$ cat src/rtl/cc_branch_unit_pkg.sv
// Shared definitions for the condition-code branch unit: branch condition
// encodings and the resolver state encoding.
package cc_branch_unit_pkg;

  localparam logic [2:0] COND_NEVER  = 3'b000;
  localparam logic [2:0] COND_ALWAYS = 3'b001;
  localparam logic [2:0] COND_Z      = 3'b010;
  localparam logic [2:0] COND_NZ     = 3'b011;
  localparam logic [2:0] COND_N      = 3'b100;
  localparam logic [2:0] COND_NN     = 3'b101;
  localparam logic [2:0] COND_POS    = 3'b110;
  localparam logic [2:0] COND_NPOS   = 3'b111;

  typedef enum logic [1:0] {
    IDLE    = 2'd0,
    WAIT_CC = 2'd1,
    RESOLVE = 2'd2
  } state_t;

  // Never/always do not look at the flags, so they never wait for them.
  function automatic logic cond_unconditional(input logic [2:0] cond);
    return cond[2:1] == 2'b00;
  endfunction

endpackage

$ cat src/rtl/cc_branch_unit_if.sv
// Bus between the comparator/control unit and the branch unit.
// master = comparator + control FSM side, slave = branch unit.
interface cc_branch_unit_if #(
  parameter int DATA_W = 16
);

  logic              CC_Z;
  logic              CC_N;
  logic              cc_load;
  logic              cc_issue;
  logic              br_req;
  logic [2:0]        br_cond;
  logic [DATA_W-1:0] br_target;
  logic              br_ack;
  logic              br_taken;
  logic              br_err;
  logic              pc_load;
  logic [DATA_W-1:0] pc_target;
  logic              flag_z;
  logic              flag_n;

  modport master (
    output CC_Z, CC_N, cc_load, cc_issue, br_req, br_cond, br_target,
    input  br_ack, br_taken, br_err, pc_load, pc_target, flag_z, flag_n
  );

  modport slave (
    input  CC_Z, CC_N, cc_load, cc_issue, br_req, br_cond, br_target,
    output br_ack, br_taken, br_err, pc_load, pc_target, flag_z, flag_n
  );

endinterface

$ cat src/rtl/cc_cond_eval.sv
// Combinational branch condition evaluator over the registered Z/N flags.
module cc_cond_eval
  import cc_branch_unit_pkg::*;
(
  input  logic [2:0] br_cond,
  input  logic       flag_z,
  input  logic       flag_n,
  output logic       cond_true
);

  // Decode the selected condition against the current flags.
  always_comb begin
    cond_true = 1'b0;
    case (br_cond)
      COND_NEVER:  cond_true = 1'b0;
      COND_ALWAYS: cond_true = 1'b1;
      COND_Z:      cond_true = flag_z;
      COND_NZ:     cond_true = ~flag_z;
      COND_N:      cond_true = flag_n;
      COND_NN:     cond_true = ~flag_n;
      COND_POS:    cond_true = ~flag_n & ~flag_z;
      COND_NPOS:   cond_true = flag_n | flag_z;
      default:     cond_true = 1'b0;
    endcase
  end

endmodule

$ cat src/rtl/cc_branch_unit.sv
// Branch resolver: keeps the comparator flags, tracks an outstanding
// flag-setting op, and resolves branch requests once the flags are current.
// A branch stuck waiting for flags is forced not-taken after TIMEOUT cycles.
// TIMEOUT must be at least 2.
module cc_branch_unit
  import cc_branch_unit_pkg::*;
#(
  parameter int DATA_W  = 16,
  parameter int TIMEOUT = 8
) (
  input logic            clk,
  input logic            rst,
  cc_branch_unit_if.slave bus
);

  localparam int              CNT_W    = (TIMEOUT > 1) ? $clog2(TIMEOUT) : 1;
  localparam logic [CNT_W-1:0] CNT_LAST = CNT_W'(TIMEOUT - 1);

  state_t            state_q, state_d;
  logic [CNT_W-1:0]  cnt_q, cnt_d;
  logic              tmo_q, tmo_d;
  logic [2:0]        cond_q, cond_d;
  logic [DATA_W-1:0] tgt_q, tgt_d;
  logic              flag_z_q, flag_n_q;
  logic              pending_q;
  logic              cond_true;

  // Flag register: captures the comparator flags whenever they are strobed.
  always_ff @(posedge clk or posedge rst) begin
    if (rst) begin
      flag_z_q <= 1'b0;
      flag_n_q <= 1'b0;
    end else if (bus.cc_load) begin
      // NOTE: non-blocking so every register here samples pre-edge values,
      // independent of the order the always blocks are evaluated in.
      flag_z_q <= bus.CC_Z;
      flag_n_q <= bus.CC_N;
    end
  end

  // Pending bit: a newly issued op wins over a load in the same cycle.
  always_ff @(posedge clk or posedge rst) begin
    if (rst) begin
      pending_q <= 1'b0;
    end else begin
      pending_q <= bus.cc_issue | (pending_q & ~bus.cc_load);
    end
  end

  cc_cond_eval u_cond_eval (
    .br_cond   (cond_q),
    .flag_z    (flag_z_q),
    .flag_n    (flag_n_q),
    .cond_true (cond_true)
  );

  // FSM state plus captured branch context and wait counter.
  always_ff @(posedge clk or posedge rst) begin
    if (rst) begin
      state_q <= IDLE;
      cnt_q   <= '0;
      tmo_q   <= 1'b0;
      cond_q  <= COND_NEVER;
      tgt_q   <= '0;
    end else begin
      state_q <= state_d;
      cnt_q   <= cnt_d;
      tmo_q   <= tmo_d;
      cond_q  <= cond_d;
      tgt_q   <= tgt_d;
    end
  end

  // Next-state logic and Moore outputs of the resolver.
  always_comb begin
    // NOTE: every variable gets a default before the case so that no path
    // leaves one unassigned, which would infer a latch.
    state_d      = state_q;
    cnt_d        = cnt_q;
    tmo_d        = tmo_q;
    cond_d       = cond_q;
    tgt_d        = tgt_q;
    bus.br_ack   = 1'b0;
    bus.br_taken = 1'b0;
    bus.br_err   = 1'b0;
    bus.pc_load  = 1'b0;

    case (state_q)
      IDLE: begin
        if (bus.br_req) begin
          cond_d = bus.br_cond;
          tgt_d  = bus.br_target;
          tmo_d  = 1'b0;
          if (cond_unconditional(bus.br_cond) || (!pending_q && !bus.cc_issue)) begin
            state_d = RESOLVE;
          end else begin
            state_d = WAIT_CC;
            cnt_d   = '0;
          end
        end
      end

      WAIT_CC: begin
        if (bus.cc_load && !bus.cc_issue) begin
          // Flags land at this same edge, so RESOLVE sees them.
          state_d = RESOLVE;
        end else if (bus.cc_load) begin
          // A newer op superseded these flags: restart the wait.
          cnt_d = '0;
        end else if (cnt_q == CNT_LAST) begin
          state_d = RESOLVE;
          tmo_d   = 1'b1;
        end else begin
          cnt_d = cnt_q + 1'b1;
        end
      end

      RESOLVE: begin
        bus.br_ack   = 1'b1;
        bus.br_taken = cond_true & ~tmo_q;
        bus.br_err   = tmo_q;
        bus.pc_load  = cond_true & ~tmo_q;
        tmo_d        = 1'b0;
        state_d      = IDLE;
      end

      default: state_d = IDLE;
    endcase
  end

  assign bus.pc_target = tgt_q;
  assign bus.flag_z    = flag_z_q;
  assign bus.flag_n    = flag_n_q;

endmodule

$ cat src/flat_wrapper.sv
// flat-port wrapper written by rule: the top's interface ports become plain ports
module cc_branch_unit_flat import cc_branch_unit_pkg::*;
#(
  parameter int DATA_W  = 16,
  parameter int TIMEOUT = 8
)
  (clk, rst, bus_CC_Z, bus_CC_N, bus_cc_load, bus_cc_issue, bus_br_req, bus_br_cond, bus_br_target, bus_br_ack, bus_br_taken, bus_br_err, bus_pc_load, bus_pc_target, bus_flag_z, bus_flag_n);
  cc_branch_unit_if #(.DATA_W(DATA_W)) bus_i ();
  input logic clk;
  input logic rst;
  input wire logic [$bits(bus_i.CC_Z)-1:0] bus_CC_Z;
  input wire logic [$bits(bus_i.CC_N)-1:0] bus_CC_N;
  input wire logic [$bits(bus_i.cc_load)-1:0] bus_cc_load;
  input wire logic [$bits(bus_i.cc_issue)-1:0] bus_cc_issue;
  input wire logic [$bits(bus_i.br_req)-1:0] bus_br_req;
  input wire logic [$bits(bus_i.br_cond)-1:0] bus_br_cond;
  input wire logic [$bits(bus_i.br_target)-1:0] bus_br_target;
  output wire logic [$bits(bus_i.br_ack)-1:0] bus_br_ack;
  output wire logic [$bits(bus_i.br_taken)-1:0] bus_br_taken;
  output wire logic [$bits(bus_i.br_err)-1:0] bus_br_err;
  output wire logic [$bits(bus_i.pc_load)-1:0] bus_pc_load;
  output wire logic [$bits(bus_i.pc_target)-1:0] bus_pc_target;
  output wire logic [$bits(bus_i.flag_z)-1:0] bus_flag_z;
  output wire logic [$bits(bus_i.flag_n)-1:0] bus_flag_n;
  assign bus_i.CC_Z = bus_CC_Z;
  assign bus_i.CC_N = bus_CC_N;
  assign bus_i.cc_load = bus_cc_load;
  assign bus_i.cc_issue = bus_cc_issue;
  assign bus_i.br_req = bus_br_req;
  assign bus_i.br_cond = bus_br_cond;
  assign bus_i.br_target = bus_br_target;
  assign bus_br_ack = bus_i.br_ack;
  assign bus_br_taken = bus_i.br_taken;
  assign bus_br_err = bus_i.br_err;
  assign bus_pc_load = bus_i.pc_load;
  assign bus_pc_target = bus_i.pc_target;
  assign bus_flag_z = bus_i.flag_z;
  assign bus_flag_n = bus_i.flag_n;
  cc_branch_unit #(.DATA_W(DATA_W), .TIMEOUT(TIMEOUT)) u_core (.clk(clk), .rst(rst), .bus(bus_i));
endmodule
$ cat config.mk
export PLATFORM = sky130hd
export DESIGN_NAME = cc_branch_unit_flat
export DESIGN_NICKNAME = d
export VERILOG_FILES = /design/src/rtl/cc_branch_unit_pkg.sv /design/src/rtl/cc_branch_unit_if.sv /design/src/rtl/cc_cond_eval.sv /design/src/rtl/cc_branch_unit.sv /design/src/flat_wrapper.sv
export SDC_FILE = /design/constraint.sdc
export NUM_CORES = 1
export LEC_CHECK = 0
export CORE_ASPECT_RATIO = 2
export CORE_MARGIN = 2
export CORE_UTILIZATION = 30
export DETAILED_ROUTE_END_ITERATION = 8
export PLACE_DENSITY = 0.57
export SLEW_MARGIN = 5
export SYNTH_ARGS = -nofsm -noshare
export SYNTH_HDL_FRONTEND = slang
export SYNTH_SLANG_ARGS = --single-unit
$ cat constraint.sdc
create_clock -name clk -period 3.3 [get_ports clk]
set_clock_uncertainty 0.1 [all_clocks]
set_input_delay 0.66 -clock clk [delete_from_list [all_inputs] [get_ports clk]]
set_output_delay 0.66 -clock clk [all_outputs]
set_load 0.02 [all_outputs]
# Yosys cells after proc, flatten, opt, wreduce, memory -nomap -nowiden
# Index checks and enable logic that the tools add are counted.
# totals
mem_count	0
ram_bits	0
elab_cells	71
inputBits	26
mem_bits_ro	0
reg_bits	28
latchBits	0
out_inout_bits	22
# op_classes
muxes	21
bitwise_logic	9
n_mul	0
shifts	0
n_div	0
add_sub_neg	1
order_cmp	0
reduce_logical	14
eq_ne	18
# ops
operator	n
$eq A3 B3 Y1 const B	5
$mux W3	5
$mux W2	5
$reduce_and A5 Y1	2
$ne A2 B2 Y1 const B	4
$pmux W1 S8	1
$mux W1	7
$eq A3 B2 Y1 const B	2
$pmux W3 S2	1
$logic_not A2 Y1	2
$not A1 Y1	4
$pmux W2 S2	1
$add A3 B1 Y3 const B	1
$and A1 B1 Y1	3
$eq A3 B1 Y1 const B	1
$logic_not A3 Y1	1
$ne A3 B1 Y1 const B	1
$ne A3 B2 Y1 const B	1
$ne A3 B3 Y1 const B	1
$pmux W1 S3	1
$reduce_and A3 Y1	1
$reduce_bool A3 Y1	1
$eq A2 B1 Y1 const B	1
$eq A2 B2 Y1 const B	1
other kinds (7)	10

# Logic depth before layout (Yosys ltp)
# Gate-level depths: netlist (run 1).
# depth
depth_word	6
depth_mapped	5

# By module
# From an unflattened synthesis (run 1), not the netlist that was laid out.
# hier_totals
cells_unflattened	86
hier_area_um2	1232.4
# modules_own_cells
module	n_inst	cells_per_inst	seq_area_each_um2	area_per_inst_um2
cc_branch_unit	1	81	700.7	1192.4
cc_cond_eval	1	5	0.0	40.0

# Worst setup path before layout (run 1)
# No wires, ideal clock.
# synth_timing
path_kind	flip-flop to output port
start	register u_core.flag_n_q, in the netlist u_core.bus.flag_n
end	output bus_pc_load
setup_slack_ns	0.512
stages_incl_launch_ff	5
arrival_time_ns	2.028
n_path_buf	1
cell_sequence	dfrtp_1 > and3b_1 > o31a_1 > nor4b_1 > buf_4
# synth_between
elab_chain_cells	5
word_cells_on_any_way	6
# synth_rtl
item	line_no	source
from (decl)	cc_branch_unit.sv:24	logic flag_z_q, flag_n_q;
from (signal assigned)	cc_branch_unit.sv:37	flag_n_q <= bus.CC_N;
$not A1 Y1	cc_cond_eval.sv:20, cc_cond_eval.sv:21	
$and A1 B1 Y1	cc_cond_eval.sv:21	COND_POS: cond_true = ~flag_n & ~flag_z;
$pmux W1 S8 *	cc_cond_eval.sv:14	case (br_cond)
$and A1 B1 Y1 *	-	
$mux W1 *	-	
to (decl)	flat_wrapper.sv:21	output wire logic [$bits(bus_i.pc_load)-1:0] bus_pc_load;
# Mark *: on every way between the ends. The rest lies on a longest branch, timed or not.

# Final worst setup path (run 1)
# layout_timing
start	register u_core.flag_z_q, in the netlist u_core.bus.flag_z
end	output bus_br_taken
# layout_between
elab_chain_cells	5
word_cells_on_any_way	6
# layout_rtl
item	line_no	source
from (decl)	cc_branch_unit.sv:24	
from (signal assigned)	cc_branch_unit.sv:36	flag_z_q <= bus.CC_Z;
$not A1 Y1	cc_cond_eval.sv:18, cc_cond_eval.sv:21	
$and A1 B1 Y1	cc_cond_eval.sv:21	
$pmux W1 S8 *	cc_cond_eval.sv:14	
$and A1 B1 Y1 *	cc_branch_unit.sv:120	bus.br_taken = cond_true & ~tmo_q;
$mux W1 *	cc_branch_unit.sv:88	case (state_q)
to (decl)	flat_wrapper.sv:19	output wire logic [$bits(bus_i.br_taken)-1:0] bus_br_taken;
# Marked as above.

==> impl_results.md, run 1 <==
* Slowest CP cell: clkdlybuf4s50_1
* Critical Path End Type: primary output
* Seq/Total Area, Yosys at 56.39%
* IO Port Bufs at 47
* Startpoint Class: flop
* Final Core Density at 45.15%
* Switching Power at 0.0005381 W
* Hold path startpoint: u_core.pending_q
* Mapped Area at 1242 um2
* Rel. slew slack at 28.65%
* RD Place Congestion at 0.7222
* Core outline area at 4046 um2
* Cts hold-fix bufs at 0
* Synthesized instance count at 88
* Achievable clock frequency at 334.3 MHz
* Crit path largest cell delay at 0.68 ns
* Syn_nets at 116
* Setup TNS at 0 ns
* Layout fillers at 418
* Place WS at 0.5694 ns
* WL final at 2.759 mm
* Path depth of the worst reg2reg path at 4
* Vias per cell at 4.500
* Fin nets at 167
* RSZ-0062 raised after global routing: false
* Pin count of the biggest net entering global routing at 29
* Postcts setup bufs at 0
* H-tree levels at 1
* Grt met3 use at 1.881%
* Area growth from synthesis to layout at 47.03%
* Total global-route track usage at 12.37%
* Post-route antenna net violation count at 0
* CTS tree: done
* DP HPWL at 2.184 mm
* Total gr overflow at 0
* Critical Path Sink: bus_br_taken
* Switch share at 33.96%
* Drt wl/cell at 14.52 um
* Die Width at 49.51 um
* First-pass GRT wire length at 4.429 mm
* Die area at 4703 um2
* Max-slew violations at 0
* Synth warn at 0
* RR Startpoint: u_core.cnt_q[0]
* GR Util met1 at 14.13%
* VDD IR max at 451.3 uV
* Initial core utilization at 30.71%
* Combinational power share at 49.5%
* Drt drc at 0
* Cts bufs inserted at 3
* Hold/Removal Path Class: flop to flop
* Num ports at 48
* Die height at 95.01 um
* Worst skew pair latency at 0.27 ns
* # diodes at 0
* P_int at 0.001047 W
* Sequential share of power at 37.4%
* CTS Buffer Depth at 2
* Vias in the first global route at 938
* Measured slew at the worst slew-check pin at 1.069 ns
* Initial DRC count at 3
* Outcome: complete, no violations
* Fin crit period at 2.991 ns
* Met2 usage at 22.75%
* Arrival time worst endpoint at 2.23 ns
* Syn avg cell area at 14.12 um2
* Worst R2R End: u_core.cnt_q[1]
* Worst reg2reg setup slack at 1.75 ns
* Clk network pwr share at 13.2%
* Final setup viols at 0
* Layout cells sized above 1 at 26.09%
* Final Power at 0.001585 W
* Cell variety after synth at 28
* Critical Setup Path Class: flop to primary output
* CP required at 2.54 ns
* Leakage at 0.7629 nW
* Number of vias in the routed layout at 855
* Busiest grt layer: met2
* Router iterations before antenna repair at 4
* Power per Cell Area at 867.5 nW/um2
* Antenna violations before repair at 0
* CP Max Fanout at 4
* CP startpoint: u_core.bus.flag_z
* CTS Sinks at 28
* Worst-path clk slew at 0.09 ns
* Post-synthesis register bit count at 28
* Cell Rows at 33
* CTS Root Cell: clkbuf_8
* Post-route setup slack at 0.3086 ns
* Tcrit/Tclk final at 90.65%
* # resized after CTS at 0
* Cells traversed along the worst timing path: nor4bb_1 -> nor4_1 -> nor4b_1 -> clkdlybuf4s50_1
* Final Hold Vio Count at 0
* Max-Cap Viols at 0
[cells in the mapped netlist]
cell type | n | area, um2
nor3b_2 | 1 | 12.51
a21oi_1 | 3 | 15.01
o31a_1 | 1 | 8.760
buf_4 | 2 | 15.01
ha_1 | 2 | 25.02
and2b_2 | 2 | 17.52
nor3b_1 | 1 | 7.510
nor4_1 | 1 | 6.260
buf_6 | 1 | 11.26
and2_1 | 1 | 6.260
or3b_4 | 1 | 11.26
mux2_2 | 23 | 259.0
dfrtp_1 | 28 | 700.7
or2b_2 | 1 | 8.760
a311oi_1 | 1 | 8.760
a2bb2oi_2 | 1 | 15.01
o21ai_0 | 1 | 5.000
a22o_1 | 2 | 17.52
inv_1 | 3 | 11.26
a31oi_1 | 1 | 6.260
and3b_1 | 2 | 17.52
o22ai_1 | 1 | 6.260
o2bb2ai_1 | 1 | 8.760
nor4b_1 | 1 | 8.760
nand2_1 | 3 | 11.26
nor4bb_1 | 1 | 10.01
nor2_1 | 1 | 3.750
a21o_1 | 1 | 7.510
[registers in the layout, summed over array words and instances, names as in the netlist]
signal / cells
u_core.cond_q: 3
u_core.cnt_q: 3
u_core.pending_q: 1
u_core.tmo_q: 1
u_core.bus.pc_target: 16
u_core.bus.flag_z: 1
u_core.bus.flag_n: 1
u_core.state_q: 2
[cells by family after synthesis]
| kind of cell | count (synthesis) | share of synthesized area, % |
|---|---|---|
| flip-flops | 28 | 56.39 |
| multiplexers | 23 | 20.85 |
| adder cells (fa/ha/maj) | 2 | 2.014 |
| buffers and inverters | 6 | 3.021 |
| AND/OR/NAND/NOR | 16 | 9.769 |
| AO/OA/AOI/OAI | 13 | 7.956 |
[per-layer routing]
layer,up-vias,part of all wire [%],wire length (um)
met5,-,0,0
li1,420,-,-
met2,16,58,1588
met4,0,1.1,29
met1,417,39,1084
met3,2,2.0,56
[cell usage in the layout (no fill, tap or decap), types with 2 or more instances in the layout]
cell and count:
dfrtp_1 28, inv_1 3, mux2_2 23, clkdlybuf4s50_1 47, clkbuf_8 4, a22o_1 2, buf_4 2, nor3b_2 2
and2b_2 2, ha_1 2, nand2_1 3, a21oi_1 3, and3b_1 2
[metrics by stage]
stage | cell area (um2) | hold slack (ns) | instances
global route | 1827 | 0.4110 | 190
CTS | 1827 | 0.3986 | 190
floorplan | 1242 | 0.3539 | 88
detailed placement | 1772 | 0.3760 | 186
global placement | 1772 | 0.3706 | 186
finish | 1827 | 0.3897 | 190
[how the worst min path moves through the flow]
stage,endpoint,slack [ns],cells after the start
floorplan,u_core.pending_q,0.35,1
global placement,u_core.pending_q,0.37,1
detailed placement,u_core.pending_q,0.38,1
CTS,u_core.pending_q,0.40,1
global route,u_core.pending_q,0.41,1
finish,u_core.pending_q,0.39,1
[power by group through the flow]
stage	Combinational [W]	Clock, W	Sequential (W)
global route	0.000839	0.000228	0.000618
CTS	0.000800	0.000218	0.000595
finish	0.000784	0.000208	0.000593
floorplan	0.000346	0	0.000713
detailed placement	0.000796	0	0.000603
global placement	0.000787	0	0.000593
[area by class of cell]
cell class	count	area [um2]	area share (%)
tap	52	65.06	3.562
multi-input combinational	54	509.2	27.88
inverter	3	11.26	0.6164
clock buffer	4	55.05	3.014
timing repair buffer	49	485.5	26.58
sequential	28	700.7	38.36
[worst max-delay path, delay by kind of cell, from the launching register on]
family	cells	cell delay [ns]
and+or+nand+nor	3	0.87
buffers and inverters	1	0.68
DFF	1	0.41
Power figures use the tool's default switching activity.
==> run 2, diff against run 1 <==
Settings changed: CORE_UTILIZATION 30 to 40, PLACE_DENSITY 0.57 to 0.73.
==> impl_results.md, run 2 (synthesis gave the netlist of run 1 again) <==
* Outcome: complete, no violations
* Cells traversed along the worst timing path: and3b_1 -> o31a_1 -> nor4b_1 -> clkdlybuf4s50_1
* Initial core utilization at 41.72% (+11 points)
* Crit path max-delay family: buffers and inverters
* DP Area at 1744 um2 (-1.6%)
* Cell Rows at 28 (-15%)
* Die height at 82.82 um (-13%)
* Vias per cell at 5.161 (+15%)
* Leakage at 0.7626 nW (about the same)
* Critical Setup Path Class: flop to primary output
* H-tree levels at 1 (unchanged)
* RSZ-0062 raised after global routing: false
* Drt wl/cell at 16.15 um (+11%)
* Total global-route track usage at 16.63% (+4.3 points)
* Final setup viols at 0 (unchanged)
* Pin count of the biggest net entering global routing at 29 (unchanged)
* CTS Sinks at 28 (unchanged)
* DP HPWL at 2.167 mm (-0.78%)
* Number of vias in the routed layout at 867 (+1.4%)
* Crit path largest cell delay at 0.69 ns (about the same)
* VDD IR max at 461.6 uV (+2.3%)
* Layout cells sized above 1 at 26.09% (unchanged)
* CTS Root Cell: clkbuf_8
* P_int at 0.001042 W (-0.43%)
* Cts hold-fix bufs at 0 (unchanged)
* CP required at 2.54 ns (about the same)
* Power per Cell Area at 879.1 nW/um2 (+1.3%)
* # resized after CTS at 0 (unchanged)
* Core outline area at 2978 um2 (-26%)
* Area growth from synthesis to layout at 44.81%
* Drt drc at 0 (unchanged)
* Postcts setup bufs at 0 (unchanged)
* Combinational power share at 49.3% (-0.2 points)
* Switch share at 34.11% (+0.16 points)
* Buffers & Inverters on Critical Path at 1 (unchanged)
* Clk network pwr share at 13.2% (about the same)
* CTS Buffer Depth at 2 (unchanged)
* Hold/Removal Path Class: flop to flop
* Max-Cap Viols at 0 (unchanged)
* Tcrit/Tclk final at 91.17% (+0.53 points)
* Worst-path clk slew at 0.09 ns (about the same)
* WL final at 2.714 mm (-1.6%)
* CTS tree: done
* Post-route antenna net violation count at 0 (unchanged)
* Fin crit period at 3.009 ns (+0.01739 ns)
* Layout fillers at 247 (-41%)
* CP Max Fanout at 4 (unchanged)
* Arrival time worst endpoint at 2.25 ns (+0.02 ns)
* Fin nets at 167 (unchanged)
* Setup TNS at 0 ns (unchanged)
* Router iterations before antenna repair at 3 (-1)
* Die Width at 43.41 um (-12%)
* First-pass GRT wire length at 4.574 mm (+3.3%)
* Max-slew violations at 0 (unchanged)
* Vias in the first global route at 1004 (+7.0%)
* Switching Power at 0.0005395 W (+0.27%)
* Design area at 1799 um2 (-1.5%)
* Initial DRC count at 11 (+8)
* Critical Path End Type: primary output
* # diodes at 0 (unchanged)
* Max FFs per register at 16 (unchanged)
* Final Hold Vio Count at 0 (unchanged)
* Measured slew at the worst slew-check pin at 0.4675 ns (-0.6016 ns)
* Sequential share of power at 37.5% (about the same)
* Total gr overflow at 0 (unchanged)
* Startpoint Class: flop
* Num ports at 48 (unchanged)
* Cts bufs inserted at 3 (unchanged)
* Antenna violations before repair at 0 (unchanged)
* IO Port Bufs at 47 (unchanged)
* Die area at 3595 um2 (-24%)
* Rel. slew slack at 68.70% (+40 points)
* Commonest cells after routing, fill and taps aside: 47 x clkdlybuf4s50_1, 28 x dfrtp_1, 23 x mux2_2
* Commonest non-fill, non-tap cell in the layout: clkdlybuf4s50_1
* Worst skew pair latency at 0.27 ns (about the same)
* Slowest CP cell: clkdlybuf4s50_1
* RD Place Congestion at 0.7295 (+1.0%)
* Achievable clock frequency at 332.4 MHz (-0.58%)
-- run 2: cell counts in the layout (fill, tap and decap cells not counted) --
Identical to the previous run, type by type.
-- run 2: final timing paths --
kind | start | end | slack (ns) | depth (start not counted)
min | u_core.pending_q | u_core.pending_q | 0.39 | 1
min reg2reg | u_core.pending_q | u_core.pending_q | 0.39 | 1
min in group asynchronous | rst | u_core.bus.pc_target[14] | 0.65 | 3
max | u_core.cond_q[2] | bus_pc_load | 0.29 | 4
max in group asynchronous | rst | u_core.bus.pc_target[7] | 2.19 | 3
max reg2reg | u_core.state_q[0] | u_core.bus.pc_target[14] | 1.51 | 3
-- run 2: stage by stage --
stage	instances	worst slack, ns	util (%)	power (W)	hold WS [ns]
final	168	0.2912	60.42	0.001582	0.3921
after global routing	168	0.1270	60.42	0.001681	0.4295
after CTS	168	0.2621	60.42	0.001604	0.3962
after detailed placement	164	0.5822	58.57	0.001396	0.3746
after global placement	164	0.6724	58.57	0.001363	0.3645
after floorplan	88	0.5117	-	0.001059	0.3539
-- run 2: power groups by stage --
stage / clock, W / sequential, W / combinational [W]
CTS: 0.000213 / 0.000596 / 0.000794
global placement: 0 / 0.000591 / 0.000772
detailed placement: 0 / 0.000605 / 0.000792
global route: 0.000231 / 0.000621 / 0.000830
floorplan: 0 / 0.000713 / 0.000346
finish: 0.000209 / 0.000594 / 0.000779
-- run 2: layout make-up --
type / count / area [um2] / area share (%)
flip-flops and latches: 28 / 700.7 / 38.94
well taps: 30 / 37.54 / 2.086
repair buffers: 49 / 485.5 / 26.98
multi-input cells: 54 / 509.2 / 28.30
inverters: 3 / 11.26 / 0.6259
clock buffers: 4 / 55.05 / 3.060
-- run 2: layer usage --
layer	GRT usage [%]	vias up	share of wire (%)
met1	16.98	428	35
li1	-	419	-
met5	0	-	0
met3	2.609	2	3.7
met2	31.75	18	60
met4	5.785	0	0.92
-- run 2: worst reg2reg max path, delay by kind of cell (launching register included) --
family                 cells  cell delay (ns)
DFF                        1             0.46
buffers and inverters      1             0.31
muxes                      1             0.36
and+or+nand+nor            1             0.46
==> run 3, diff against run 2 <==
Settings changed: PLACE_DENSITY 0.73 to 0.74.
==> impl_results.md, run 3 (synthesis gave the netlist of run 1 again) <==
* Hold/Removal Path Class: flop to flop
* Area growth from synthesis to layout at 44.31%
* Achievable clock frequency at 325.1 MHz (-2.2%)
* Power per Cell Area at 866.6 nW/um2 (-1.4%)
* P_int at 0.001022 W (-1.9%)
* Final Power at 0.001554 W (-1.8%)
* Measured slew at the worst slew-check pin at 0.4804 ns (+0.01295 ns)
* Critical Setup Path Class: flop to primary output
* Post-route antenna net violation count at 0 (unchanged)
* Number of vias in the routed layout at 903 (+4.2%)
* Initial DRC count at 16 (+5)
* CTS tree: done
* Outcome: complete, no violations
* Total gr overflow at 0 (unchanged)
* Final setup viols at 0 (unchanged)
* Path depth of the worst reg2reg path at 4 (+1)
* RSZ-0062 raised after global routing: false
* CTS Sinks at 28 (unchanged)
* GR Util met1 at 16.86% (-0.12 points)
* Combinational power share at 50.5% (+1.2 points)
* Startpoint Class: flop
* Rel. slew slack at 67.52% (-1.2 points)
* Antenna violations before repair at 0 (unchanged)
* VDD IR max at 480.2 uV (+4.0%)
* Switching Power at 0.0005314 W (-1.5%)
* Vias in the first global route at 949 (-5.5%)
* Final Hold Vio Count at 0 (unchanged)
* Max-Cap Viols at 0 (unchanged)
* Die Width at 43.41 um (unchanged)
* Cell Rows at 28 (unchanged)
* Total global-route track usage at 16.64% (about the same)
* Postcts setup bufs at 0 (unchanged)
* Clk network pwr share at 11.3% (-1.9 points)
* Leakage at 0.7605 nW (-0.27%)
* Die area at 3595 um2 (unchanged)
* Crit path largest cell delay at 0.70 ns (about the same)
* Hold path depth at 1 (unchanged)
* Drt wl/cell at 16.11 um (-0.29%)
* Vias per cell at 5.375 (+4.2%)
* Arrival time worst endpoint at 2.32 ns (+0.07 ns)
* Sequential share of power at 38.3% (+0.8 points)
* Busiest grt layer: met2
* Layout fillers at 246 (-0.40%)
* Commonest non-fill, non-tap cell in the layout: clkdlybuf4s50_1
* Fin nets at 168 (+0.60%)
* Worst reg2reg setup slack at 1.73 ns (+0.22 ns)
* Switch share at 34.20% (+0.087 points)
* IO Port Bufs at 47 (unchanged)
* Cts hold-fix bufs at 0 (unchanged)
* CTS Buffer Depth at 2 (unchanged)
* Critical Path End Type: primary output
* Initial core utilization at 41.72% (unchanged)
* Grt met3 use at 2.826% (+0.22 points)
* Pin count of the biggest net entering global routing at 29 (unchanged)
* First-pass GRT wire length at 4.519 mm (-1.2%)
* H-tree levels at 1 (unchanged)
* Layout cells sized above 1 at 26.09% (unchanged)
* Max FFs per register at 16 (unchanged)
* WL final at 2.706 mm (-0.29%)
* Met2 usage at 30.39% (-1.4 points)
* Die height at 82.82 um (unchanged)
* CP Max Fanout at 4 (unchanged)
* CP required at 2.54 ns (about the same)
* DP HPWL at 2.169 mm (about the same)
* Fin crit period at 3.076 ns (+0.06727 ns)
* Setup TNS at 0 ns (unchanged)
* Drt drc at 0 (unchanged)
* Cts bufs inserted at 3 (unchanged)
* CTS Root Cell: clkbuf_8
* Tcrit/Tclk final at 93.21% (+2.0 points)
* Slowest CP cell: clkdlybuf4s50_1
* Cells traversed along the worst timing path: nor4bb_1 -> nor4_1 -> nor4b_1 -> clkdlybuf4s50_1
* Router iterations before antenna repair at 4 (+1)
* Commonest cells after routing, fill and taps aside: 47 x clkdlybuf4s50_1, 28 x dfrtp_1, 23 x mux2_2
* Worst skew pair latency at 0.26 ns (about the same)
* Core outline area at 2978 um2 (unchanged)
* # resized after CTS at 0 (unchanged)
* Place WS at 0.4790 ns (-0.1032 ns)
* Worst-path clk slew at 0.09 ns (about the same)
* Post-route setup slack at 0.2240 ns (-0.06727 ns)
* Num ports at 48 (unchanged)
* Max-slew violations at 0 (unchanged)
* RD Place Congestion at 0.7244 (-0.70%)
* # diodes at 0 (unchanged)
[run 3: changes by cell type in the layout (fill, tap and decap cells not counted), sizes merged]
cell    delta
buf        +1
clkbuf     -1
[run 3: path summary, 6_finish.rpt]
| kind | startpoint | endpoint |
|---|---|---|
| max | u_core.bus.flag_n | bus_pc_load |
| min | u_core.pending_q | u_core.pending_q |
| max reg2reg | u_core.cnt_q[0] | u_core.cnt_q[2] |
| min reg2reg | u_core.pending_q | u_core.pending_q |
| max in group asynchronous | rst | u_core.state_q[0] |
| min in group asynchronous | rst | u_core.bus.pc_target[3] |
[run 3: per-stage QoR]
stage / utilization [%] / cell area, um2 / instances / hold WS, ns
after floorplan: - / 1242 / 88 / 0.3539
after global placement: 58.82 / 1752 / 165 / 0.3673
after detailed placement: 58.82 / 1752 / 165 / 0.3775
after CTS: 60.21 / 1793 / 168 / 0.3985
after global routing: 60.21 / 1793 / 168 / 0.4302
final: 60.21 / 1793 / 168 / 0.3939
[run 3: area by class of cell]
cell class / instances / area, um2 / share of cell area, %
clock buffer: 3 / 41.29 / 2.303
inverter: 3 / 11.26 / 0.6281
multi-input combinational: 54 / 509.2 / 28.40
sequential: 28 / 700.7 / 39.08
tap: 30 / 37.54 / 2.094
timing repair buffer: 50 / 493.0 / 27.49
[run 3: layer usage]
layer	share of wire (%)	wire length, um
met3	3.8	104
met2	61	1645
met5	0	0
met4	2.7	73
met1	33	883
[run 3: power groups by stage]
stage	registers, W	logic, W	clock network, W
4_1_cts	0.000597	0.000796	0.000185
2_1_floorplan	0.000713	0.000346	0
5_1_grt	0.000617	0.000835	0.000202
3_3_place_gp	0.000589	0.000779	0
6_report	0.000595	0.000784	0.000175
3_5_place_dp	0.000605	0.000795	0
[run 3: critical path, delay by kind of cell, from the launching register on]
family / cells / cell delay [ns]
simple gates: 3 / 0.92
buf+inv: 1 / 0.70
flops: 1 / 0.43
